===== src/rtl/tt_pad_pkg.sv =====
// tt_pad_pkg -- shared definitions for the pad snapshot observer.
//
// Holds the frame FSM state encoding, the bit position of every field inside
// a per-pad snapshot byte, the CRC-8 polynomial, the default header bytes and
// the frame lengths for both build flavours.
//
// Build option: PAD_SNAPSHOT_CRC_EN adds the CRC state to the FSM encoding.
package tt_pad_pkg;

  // Per-pad byte layout, MSB to LSB: {PU,PD,CS,SL,IE,OE,A,Y_sync}
  localparam int unsigned BIT_Y  = 0;
  localparam int unsigned BIT_A  = 1;
  localparam int unsigned BIT_OE = 2;
  localparam int unsigned BIT_IE = 3;
  localparam int unsigned BIT_SL = 4;
  localparam int unsigned BIT_CS = 5;
  localparam int unsigned BIT_PD = 6;
  localparam int unsigned BIT_PU = 7;

  localparam int unsigned NUM_PADS = 16;

  localparam logic [7:0] CRC8_POLY          = 8'h07;
  localparam logic [7:0] HEADER_DEFAULT     = 8'hA5;
  localparam logic [7:0] HEADER_CRC_DEFAULT = 8'hA6;

  // header + 16 pad bytes + status (+ crc)
  localparam int unsigned FRAME_LEN_NO_CRC = 18;
  localparam int unsigned FRAME_LEN_CRC    = 19;

`ifdef PAD_SNAPSHOT_CRC_EN
  typedef enum logic [2:0] {
    ST_IDLE,
    ST_HDR,
    ST_PAD,
    ST_STAT,
    ST_CRC
  } pad_state_e;
`else
  typedef enum logic [2:0] {
    ST_IDLE,
    ST_HDR,
    ST_PAD,
    ST_STAT
  } pad_state_e;
`endif

endpackage


===== src/rtl/tt_pad_snapshot_crc8.sv =====
// tt_pad_snapshot_crc8 -- running CRC-8 over the bytes of one frame.
//
// Polynomial CRC8_POLY (0x07), init 0x00, MSB first, no reflection and no
// final XOR. Whole-byte combinational update feeding an accumulator.
//
// Ports:
//   clk      clock
//   rst_n    asynchronous active-low reset (accumulator -> 0)
//   clr      synchronous clear, start of a new frame
//   upd      fold data_in into the accumulator on this edge
//   data_in  byte being transferred
//   crc      current accumulator value
module tt_pad_snapshot_crc8
  import tt_pad_pkg::*;
(
  input  logic       clk,
  input  logic       rst_n,
  input  logic       clr,
  input  logic       upd,
  input  logic [7:0] data_in,
  output logic [7:0] crc
);

  logic [7:0] crc_reg;
  logic [7:0] crc_next;

  always_comb begin
    crc_next = crc_reg ^ data_in;
    for (int i = 0; i < 8; i++) begin
      crc_next = crc_next[7] ? ({crc_next[6:0], 1'b0} ^ CRC8_POLY)
                             : {crc_next[6:0], 1'b0};
    end
  end

  always_ff @(posedge clk or negedge rst_n) begin
    if (!rst_n) begin
      crc_reg <= '0;
    end else if (clr) begin
      crc_reg <= '0;
    end else if (upd) begin
      crc_reg <= crc_next;
    end
  end

  assign crc = crc_reg;

endmodule


===== src/rtl/tt_pad_snapshot.sv =====
// tt_pad_snapshot -- captures the state of all 16 bidirectional pads on
// request and streams it out as a byte-wide valid/ready frame:
//   header, pad 15 .. pad 0, status {conflict_any, overrun, 0, count[4:0]}
//   (+ CRC-8 byte when PAD_SNAPSHOT_CRC_EN is defined).
//
// Build option: PAD_SNAPSHOT_CRC_EN -- append CRC-8, header becomes HEADER_CRC.
//
// Ports:
//   clk, rst_n                 clock, asynchronous active-low reset
//   tt_bi_Y                    pad inputs, asynchronous (synchronised here)
//   tt_bi_A/OE/IE/SL/CS/PD/PU  pad controls, synchronous to clk
//   snap_start                 capture request (honoured only when idle)
//   out_data/out_valid/out_ready  byte stream
//   busy                       frame in progress
//   done                       one-cycle pulse after the last byte transfers
module tt_pad_snapshot
  import tt_pad_pkg::*;
#(
  parameter int unsigned SYNC_STAGES = 2,
  parameter logic [7:0]  HEADER      = HEADER_DEFAULT,
  parameter logic [7:0]  HEADER_CRC  = HEADER_CRC_DEFAULT
) (
  input  logic        clk,
  input  logic        rst_n,
  input  logic [15:0] tt_bi_Y,
  input  logic [15:0] tt_bi_A,
  input  logic [15:0] tt_bi_OE,
  input  logic [15:0] tt_bi_IE,
  input  logic [15:0] tt_bi_SL,
  input  logic [15:0] tt_bi_CS,
  input  logic [15:0] tt_bi_PD,
  input  logic [15:0] tt_bi_PU,
  input  logic        snap_start,
  output logic [7:0]  out_data,
  output logic        out_valid,
  input  logic        out_ready,
  output logic        busy,
  output logic        done
);

`ifdef PAD_SNAPSHOT_CRC_EN
  localparam bit         CRC_EN   = 1'b1;
`else
  localparam bit         CRC_EN   = 1'b0;
`endif
  localparam logic [7:0] HDR_BYTE = CRC_EN ? HEADER_CRC : HEADER;

  genvar gi;

  // Y synchroniser
  logic [SYNC_STAGES-1:0][15:0] y_sync_reg;

  for (gi = 0; gi < SYNC_STAGES; gi++) begin : g_sync
    if (gi == 0) begin : g_first
      always_ff @(posedge clk or negedge rst_n) begin
        if (!rst_n) y_sync_reg[gi] <= '0;
        else        y_sync_reg[gi] <= tt_bi_Y;
      end
    end else begin : g_rest
      always_ff @(posedge clk or negedge rst_n) begin
        if (!rst_n) y_sync_reg[gi] <= '0;
        else        y_sync_reg[gi] <= y_sync_reg[gi-1];
      end
    end
  end

  // Snapshot assembly: pad p occupies bits [8p+7:8p]
  logic [8*NUM_PADS-1:0] snap_next;

  for (gi = 0; gi < NUM_PADS; gi++) begin : g_pad
    assign snap_next[8*gi + BIT_Y ] = y_sync_reg[SYNC_STAGES-1][gi];
    assign snap_next[8*gi + BIT_A ] = tt_bi_A[gi];
    assign snap_next[8*gi + BIT_OE] = tt_bi_OE[gi];
    assign snap_next[8*gi + BIT_IE] = tt_bi_IE[gi];
    assign snap_next[8*gi + BIT_SL] = tt_bi_SL[gi];
    assign snap_next[8*gi + BIT_CS] = tt_bi_CS[gi];
    assign snap_next[8*gi + BIT_PD] = tt_bi_PD[gi];
    assign snap_next[8*gi + BIT_PU] = tt_bi_PU[gi];
  end

  logic [4:0] count_next;
  always_comb begin
    count_next = '0;
    for (int i = 0; i < NUM_PADS; i++) begin
      count_next = count_next + 5'(tt_bi_PU[i] & tt_bi_PD[i]);
    end
  end

  pad_state_e            state_reg, state_next;
  logic [8*NUM_PADS-1:0] snapshot_reg;
  logic [4:0]            count_reg;
  logic [3:0]            idx_reg;
  logic                  overrun_reg;   // requests dropped during this frame
  logic                  rpt_ovr_reg;   // value this frame reports in STAT
  logic                  done_reg;

  logic xfer;
  logic capture;
  assign xfer    = out_valid && out_ready;
  assign capture = (state_reg == ST_IDLE) && snap_start;

  // State register
  always_ff @(posedge clk or negedge rst_n) begin
    if (!rst_n) state_reg <= ST_IDLE;
    else        state_reg <= state_next;
  end

  // Next-state logic
  always_comb begin
    state_next = state_reg;
    case (state_reg)
      ST_IDLE: if (snap_start) state_next = ST_HDR;
      ST_HDR:  if (xfer) state_next = ST_PAD;
      ST_PAD:  if (xfer && idx_reg == 4'd0) state_next = ST_STAT;
`ifdef PAD_SNAPSHOT_CRC_EN
      ST_STAT: if (xfer) state_next = ST_CRC;
      ST_CRC:  if (xfer) state_next = ST_IDLE;
`else
      ST_STAT: if (xfer) state_next = ST_IDLE;
`endif
      default: state_next = ST_IDLE;
    endcase
  end

`ifdef PAD_SNAPSHOT_CRC_EN
  logic [7:0] crc_value;
  tt_pad_snapshot_crc8 u_crc8 (
    .clk     (clk),
    .rst_n   (rst_n),
    .clr     (capture),
    .upd     (xfer && state_reg != ST_CRC),
    .data_in (out_data),
    .crc     (crc_value)
  );
`endif

  // Output logic; out_data only depends on registered state, so it holds
  // steady across any number of stalled cycles.
  always_comb begin
    out_valid = (state_reg != ST_IDLE);
    busy      = (state_reg != ST_IDLE);
    done      = done_reg;
    out_data  = '0;
    case (state_reg)
      ST_HDR:  out_data = HDR_BYTE;
      ST_PAD:  out_data = snapshot_reg[{idx_reg, 3'b000} +: 8];
      ST_STAT: out_data = {(count_reg != 5'd0), rpt_ovr_reg, 1'b0, count_reg};
`ifdef PAD_SNAPSHOT_CRC_EN
      ST_CRC:  out_data = crc_value;
`endif
      default: out_data = '0;
    endcase
  end

  // Frame datapath
  always_ff @(posedge clk or negedge rst_n) begin
    if (!rst_n) begin
      snapshot_reg <= '0;
      count_reg    <= '0;
      idx_reg      <= '0;
      overrun_reg  <= 1'b0;
      rpt_ovr_reg  <= 1'b0;
      done_reg     <= 1'b0;
    end else begin
      done_reg <= xfer && (state_next == ST_IDLE);

      if (capture) begin
        snapshot_reg <= snap_next;
        count_reg    <= count_next;
        idx_reg      <= 4'hF;
        // Requests dropped during the previous frame get reported in this one.
        rpt_ovr_reg  <= overrun_reg;
      end else if (xfer && state_reg == ST_PAD) begin
        idx_reg <= idx_reg - 4'd1;
      end else if (xfer && state_reg == ST_STAT) begin
        rpt_ovr_reg <= 1'b0;
      end

      // Any request while a frame is running (including on its last edge)
      // is dropped and flagged.
      if (snap_start && state_reg != ST_IDLE) begin
        overrun_reg <= 1'b1;
      end else if (capture) begin
        overrun_reg <= 1'b0;
      end
    end
  end

endmodule


===== config.mk =====
export PLATFORM = sky130hd
export DESIGN_NAME = tt_pad_snapshot
export DESIGN_NICKNAME = d
export VERILOG_FILES = /design/src/rtl/tt_pad_pkg.sv /design/src/rtl/tt_pad_snapshot_crc8.sv /design/src/rtl/tt_pad_snapshot.sv
export SDC_FILE = /design/constraint.sdc
export NUM_CORES = 1
export LEC_CHECK = 0
export CORE_AREA = 2 2 207 158
export DETAILED_ROUTE_END_ITERATION = 6
export DIE_AREA = 0 0 209 160
export GPL_ROUTABILITY_DRIVEN = 0
export SYNTH_ARGS = -nofsm -noshare
export SYNTH_HDL_FRONTEND = slang
export SYNTH_SLANG_ARGS = --single-unit

===== constraint.sdc =====
create_clock -name clk -period 3.9 [get_ports clk]
set_input_delay 1.17 -clock clk [delete_from_list [all_inputs] [get_ports clk]]
set_output_delay 1.17 -clock clk [all_outputs]
set_load 0.005 [all_outputs]

Yosys cells after proc, flatten, opt, wreduce, memory -nomap -nowiden
Cells that the tools add are included.

Register bits after elaboration: 175. Input port bits: 132. Output and inout port bits: 11. Logic and storage cells: 75.

Add/sub/neg operators: 16. Eq/ne operators: 4. Shift operators: 1. Mux-type cells: 13. Bitwise gates (word level): 16. Reductions and logical operators: 16.

Operators with widths (number): $shiftx 128x8->8 (1); $add 5x1->5 (11); $pmux 8 s3 (1); $and 1x1->1 (16); $mux 3 (4); $pmux 3 s4 (1); $mux 4 (2); $logic_and 1x1->1 (7); $eq 3x2->1 const B (2); $logic_not 3->1 (2); $reduce_bool 2->1 (3); $add 4x1->5 (1); $mux 1 (5); $reduce_bool 5->1 (1); $add 3x1->4 (1); $logic_not 4->1 (1); $sub 4x1->4 const B (1); $add 2x1->3 (1); $eq 3x1->1 const B (1); $reduce_bool 3->1 (1); $add 1x1->2 (1); $ne 2x2->1 const B (1); $reduce_and 2->1 (1).

Depth between registers and ports, before layout
Depth after elaboration: 16. Depth in mapped cells: 13. Depth with buffers taken out: 13.

Least setup slack after synthesis
Ideal clock, no wire load.

Kind: input to register. Start point: in tt_bi_PU[5]. End point: reg count_reg[4]. Library setup time: 83 ps. Data arrival time: 4334 ps. Required time: 3817 ps. Slack: -517 ps. Cell stages on the path: 13. Buffers on the path: 0. Path through: and2_1 fa_1 inv_1 fa_1 fa_1 inv_1 fa_1 ha_1 inv_1 fa_1 nor2b_1 o21ai_0 o21ai_0.

Longest elaborated chain between the ends: 12.

RTL lines: from (decl) (RTL line tt_pad_snapshot.sv:32) `input logic [15:0] tt_bi_PU,`; $and 1x1->1 (RTL line tt_pad_snapshot.sv:85) `count_next = count_next + 5'(tt_bi_PU[i] & tt_bi_PD[i]);`; $add 5x1->5 (11 in series) (RTL line tt_pad_snapshot.sv:85); to (signal assigned) (RTL line tt_pad_snapshot.sv:169) `count_reg <= count_next;`; to (decl) (RTL line tt_pad_snapshot.sv:91) `logic [4:0] count_reg;`.

No other way between the ends. A chain may end at the register's enable or synchronous reset.

Worst setup path in the final report
Start point: in tt_bi_PU[9]. End point: reg count_reg[4].

Longest elaborated chain between the ends: 8.

RTL lines (RTL line): $and 1x1->1 (tt_pad_snapshot.sv:85); $add 5x1->5 (7 in series) (tt_pad_snapshot.sv:85).

No other way between the ends.

==> results.toml <==
[status]
status = "finished with violations"
violations = "setup timing"

[setup_path]
crit_slowest_cell = "fa_1"
crit_top_cell = "fa_2"
max_stage_delay_ns = 0.55
rrSetupSlack_ns = 1.56
critPathLaunch = "tt_bi_PU[9]"
rr_endpoint = "snapshot_reg[122]"
cp.required_ns = 4.25
crit_chain = "buf_6, and2_4, fa_1, inv_2, fa_2, fa_2, inv_2, fa_2, ha_4, inv_2, fa_2, nor2b_1, o21ai_1, o21ai_1"
reg2reg_from = "state_reg[1]"
arrival_ns = 4.37
cp-start-kind = "input port"
path_class = "in -> reg"
cp-endpoint = "count_reg[4]"
cp_num_cells = 14
worstPathMaxFanout = 2
cp_num_buf_inv = 4
cpLargestDelayFamily = "adder cells"
rr_worst_depth = 6
endpoint_kind = "flop"

[finish]
finalNonFillerCells = 1346
syn2layout_area_growth_pct = 35.1
final_util = 0.332
fin_nets = 1065
drive_above_1_share = 0.151
largest_reg_flops = 128
final_area_mm2 = 0.0105
num-fill-cells = 3204

[power]
p_int_mw = 3.73
p_leak_nw = 5.10
vdd_drop_max_mv = 0.300
p_comb_frac = 0.213
power.total_mw = 5.29
p_per_area_mw_per_mm2 = 502
switching_share = 0.296
clkPwrFrac = 0.347
seq_power_share = 0.440
p_sw_mw = 1.56

[yosys]
synth_top_family_by_area = "simple AND/OR/NAND/NOR gates"
avgSynthCellArea_um2 = 10.1
netlist_area_mm2 = 0.00779
seq_area_frac_synth = 0.562
yosysMostFrequentCell = "nand2_1"
synth_edf_count = 0
synth_simple_gate_area_frac = 0.218
ys_ff_latch = 175
synth_nets = 919
ys_types = 36
synth_fa_ha_area_frac = 0.0369
synth-compound-area-share = 0.0265
yosys-top-cells-count = "nand2_1 (408), dfrtp_1 (175), clkbuf_1 (23)"
synthFlopType = "dfrtp_1"
async_reset_ff_frac = 1.00
synth_area_leaders = "dfrtp_1 (56%), nand2_1 (20%), mux4_2 (6.1%)"
syn_inst = 770
muxShareOfSynthArea = 0.117
yosys_warnings = 0
synth_top_area_cell = "dfrtp_1"
synth_top_area_frac = 0.562
synth_xor_area_frac = 0.00450

[cts]
cts.clk_slew.worst_paths_ns = 0.07
cts_buffers = 17
clock_sinks = 175
cts_max_path_buffers = 2
root_buffer = "clkbuf_16"
cts_tree = "yes"
htreeDepth = 4
worstSkewPairLatency_ns = 0.44

[die]
core_mm2 = 0.0317
fp.dieW_um = 209
rows = 57
pin_count = 143
dieArea_mm2 = 0.0334
start_util = 0.246
die_y_um = 160

[timing]
layout_setup_ws_ns = -0.122
setup_tns_ns = -0.359
clock_skew_ns = 0.0125
hold_viol_final = 0
slew_headroom = 0.432
period_share = 1.03
timing.final.max_slew_violations = 0
worst_pin_slew_ns = 0.851
final.min_clock_period_ns = 4.02
finalHoldWorstSlack_ns = 0.350
rsz0062_at_grt = "yes"
setup_viol = 4
max_freq_mhz = 249

[run]
maxCapViolations = 0

[routing]
drtIter0Drc = 385
routed_wl_um = 22600
vias_per_cell = 4.23
num_vias = 5696
drtPass1Iterations = 7
routedWlPerCell_um = 16.8
ant_nets = 0
drc = 0

[global_route]
grt.overflow.total = 0
grt_pass1_vias = 5888
grt_max_degree = 74
antenna_found_initial = 5
grt_pass1_wl_um = 35000
grt.total_usage = 0.141

[worst_hold_path]
hold_class = "reg -> reg"

[placement]
dp_slack_ns = -1.06
portBuffers = 142
hpwl_um = 15900
placed_area_mm2 = 0.00974
post-place-cells = 1297
## routing by layer
layer / vias to the layer above / global-route usage / routed length [µm]
met1: 2785 / 0.199 / 10900
met4: 4 / 0.0347 / 270
met5: - / 0 / 26
met2: 119 / 0.209 / 10000
met3: 18 / 0.0464 / 1360
li1: 2770 / - / -
## cell usage in the layout (no fill, tap or decap), types with 5 or more instances in the layout
cell type,n
clkbuf_16,17
buf_6,5
mux4_2,23
fa_1,5
clkdlybuf4s50_1,115
mux2_2,5
buf_12,7
inv_1,7
mux2i_1,7
dfrtp_1,173
mux4_1,9
inv_2,6
buf_2,12
o21ai_0,5
inv_8,6
ha_1,5
o21ai_1,9
buf_4,21
dlygate4sd2_1,6
nand2_1,402
fa_2,5
## worst min path at each step
stage                          end            from  cells after the start  slack (ns)
floorplan             snap_next[0]   y_sync_reg[0]                      0        0.33
global placement     snap_next[80]  y_sync_reg[10]                      0        0.33
detailed placement   snap_next[40]   y_sync_reg[5]                      0        0.33
CTS                 snap_next[112]  y_sync_reg[14]                      0        0.35
global route         snap_next[80]  y_sync_reg[10]                      0        0.35
finish               snap_next[80]  y_sync_reg[10]                      0        0.35
## power by group through the flow
stage,Combinational [mW],Clock [mW],Sequential [mW]
final,1.13,1.84,2.33
after global routing,1.28,1.97,2.37
after CTS,1.15,1.89,2.33
after detailed placement,1.10,0,2.36
after global placement,1.07,0,2.35
after floorplan,0.676,0,2.29
## kinds of logic after synthesis
logic type / Yosys count
flip-flops: 175
AND/OR/NAND/NOR: 436
other: 1
adder cells (fa/ha/maj): 17
XOR/XNOR: 4
AO/OA/AOI/OAI: 33
multiplexers: 46
buffers and inverters: 58
## repair_timing
action | CTS | global route
pin swaps | 23 | 18
hold buffers | 0 | 0
gates resized for setup | 93 | 20
endpoints found under the setup margin | 11 | 9
gates cloned | 1 | 0
buffers inserted | 9 | 3
## area by class of cell
type | instances | area (µm²) | area share
sequential | 175 | 4380 | 0.416
clock inverter | 14 | 188 | 0.0178
tap | 413 | 517 | 0.0491
timing repair buffer | 172 | 1700 | 0.161
antenna | 4 | 10.0 | 0.000951
inverter | 13 | 48.8 | 0.00463
clock buffer | 18 | 439 | 0.0417
multi-input combinational | 537 | 3250 | 0.308
## worst register-to-register path: stages (launching register included)
cell,delay (ns)
dfrtp_1,0.39
buf_4,0.18
nor3_1,0.46
nand2_4,0.55
buf_4,0.50
nand2_1,0.10
nand2_1,0.06
(Power assumes the default switching activity.)
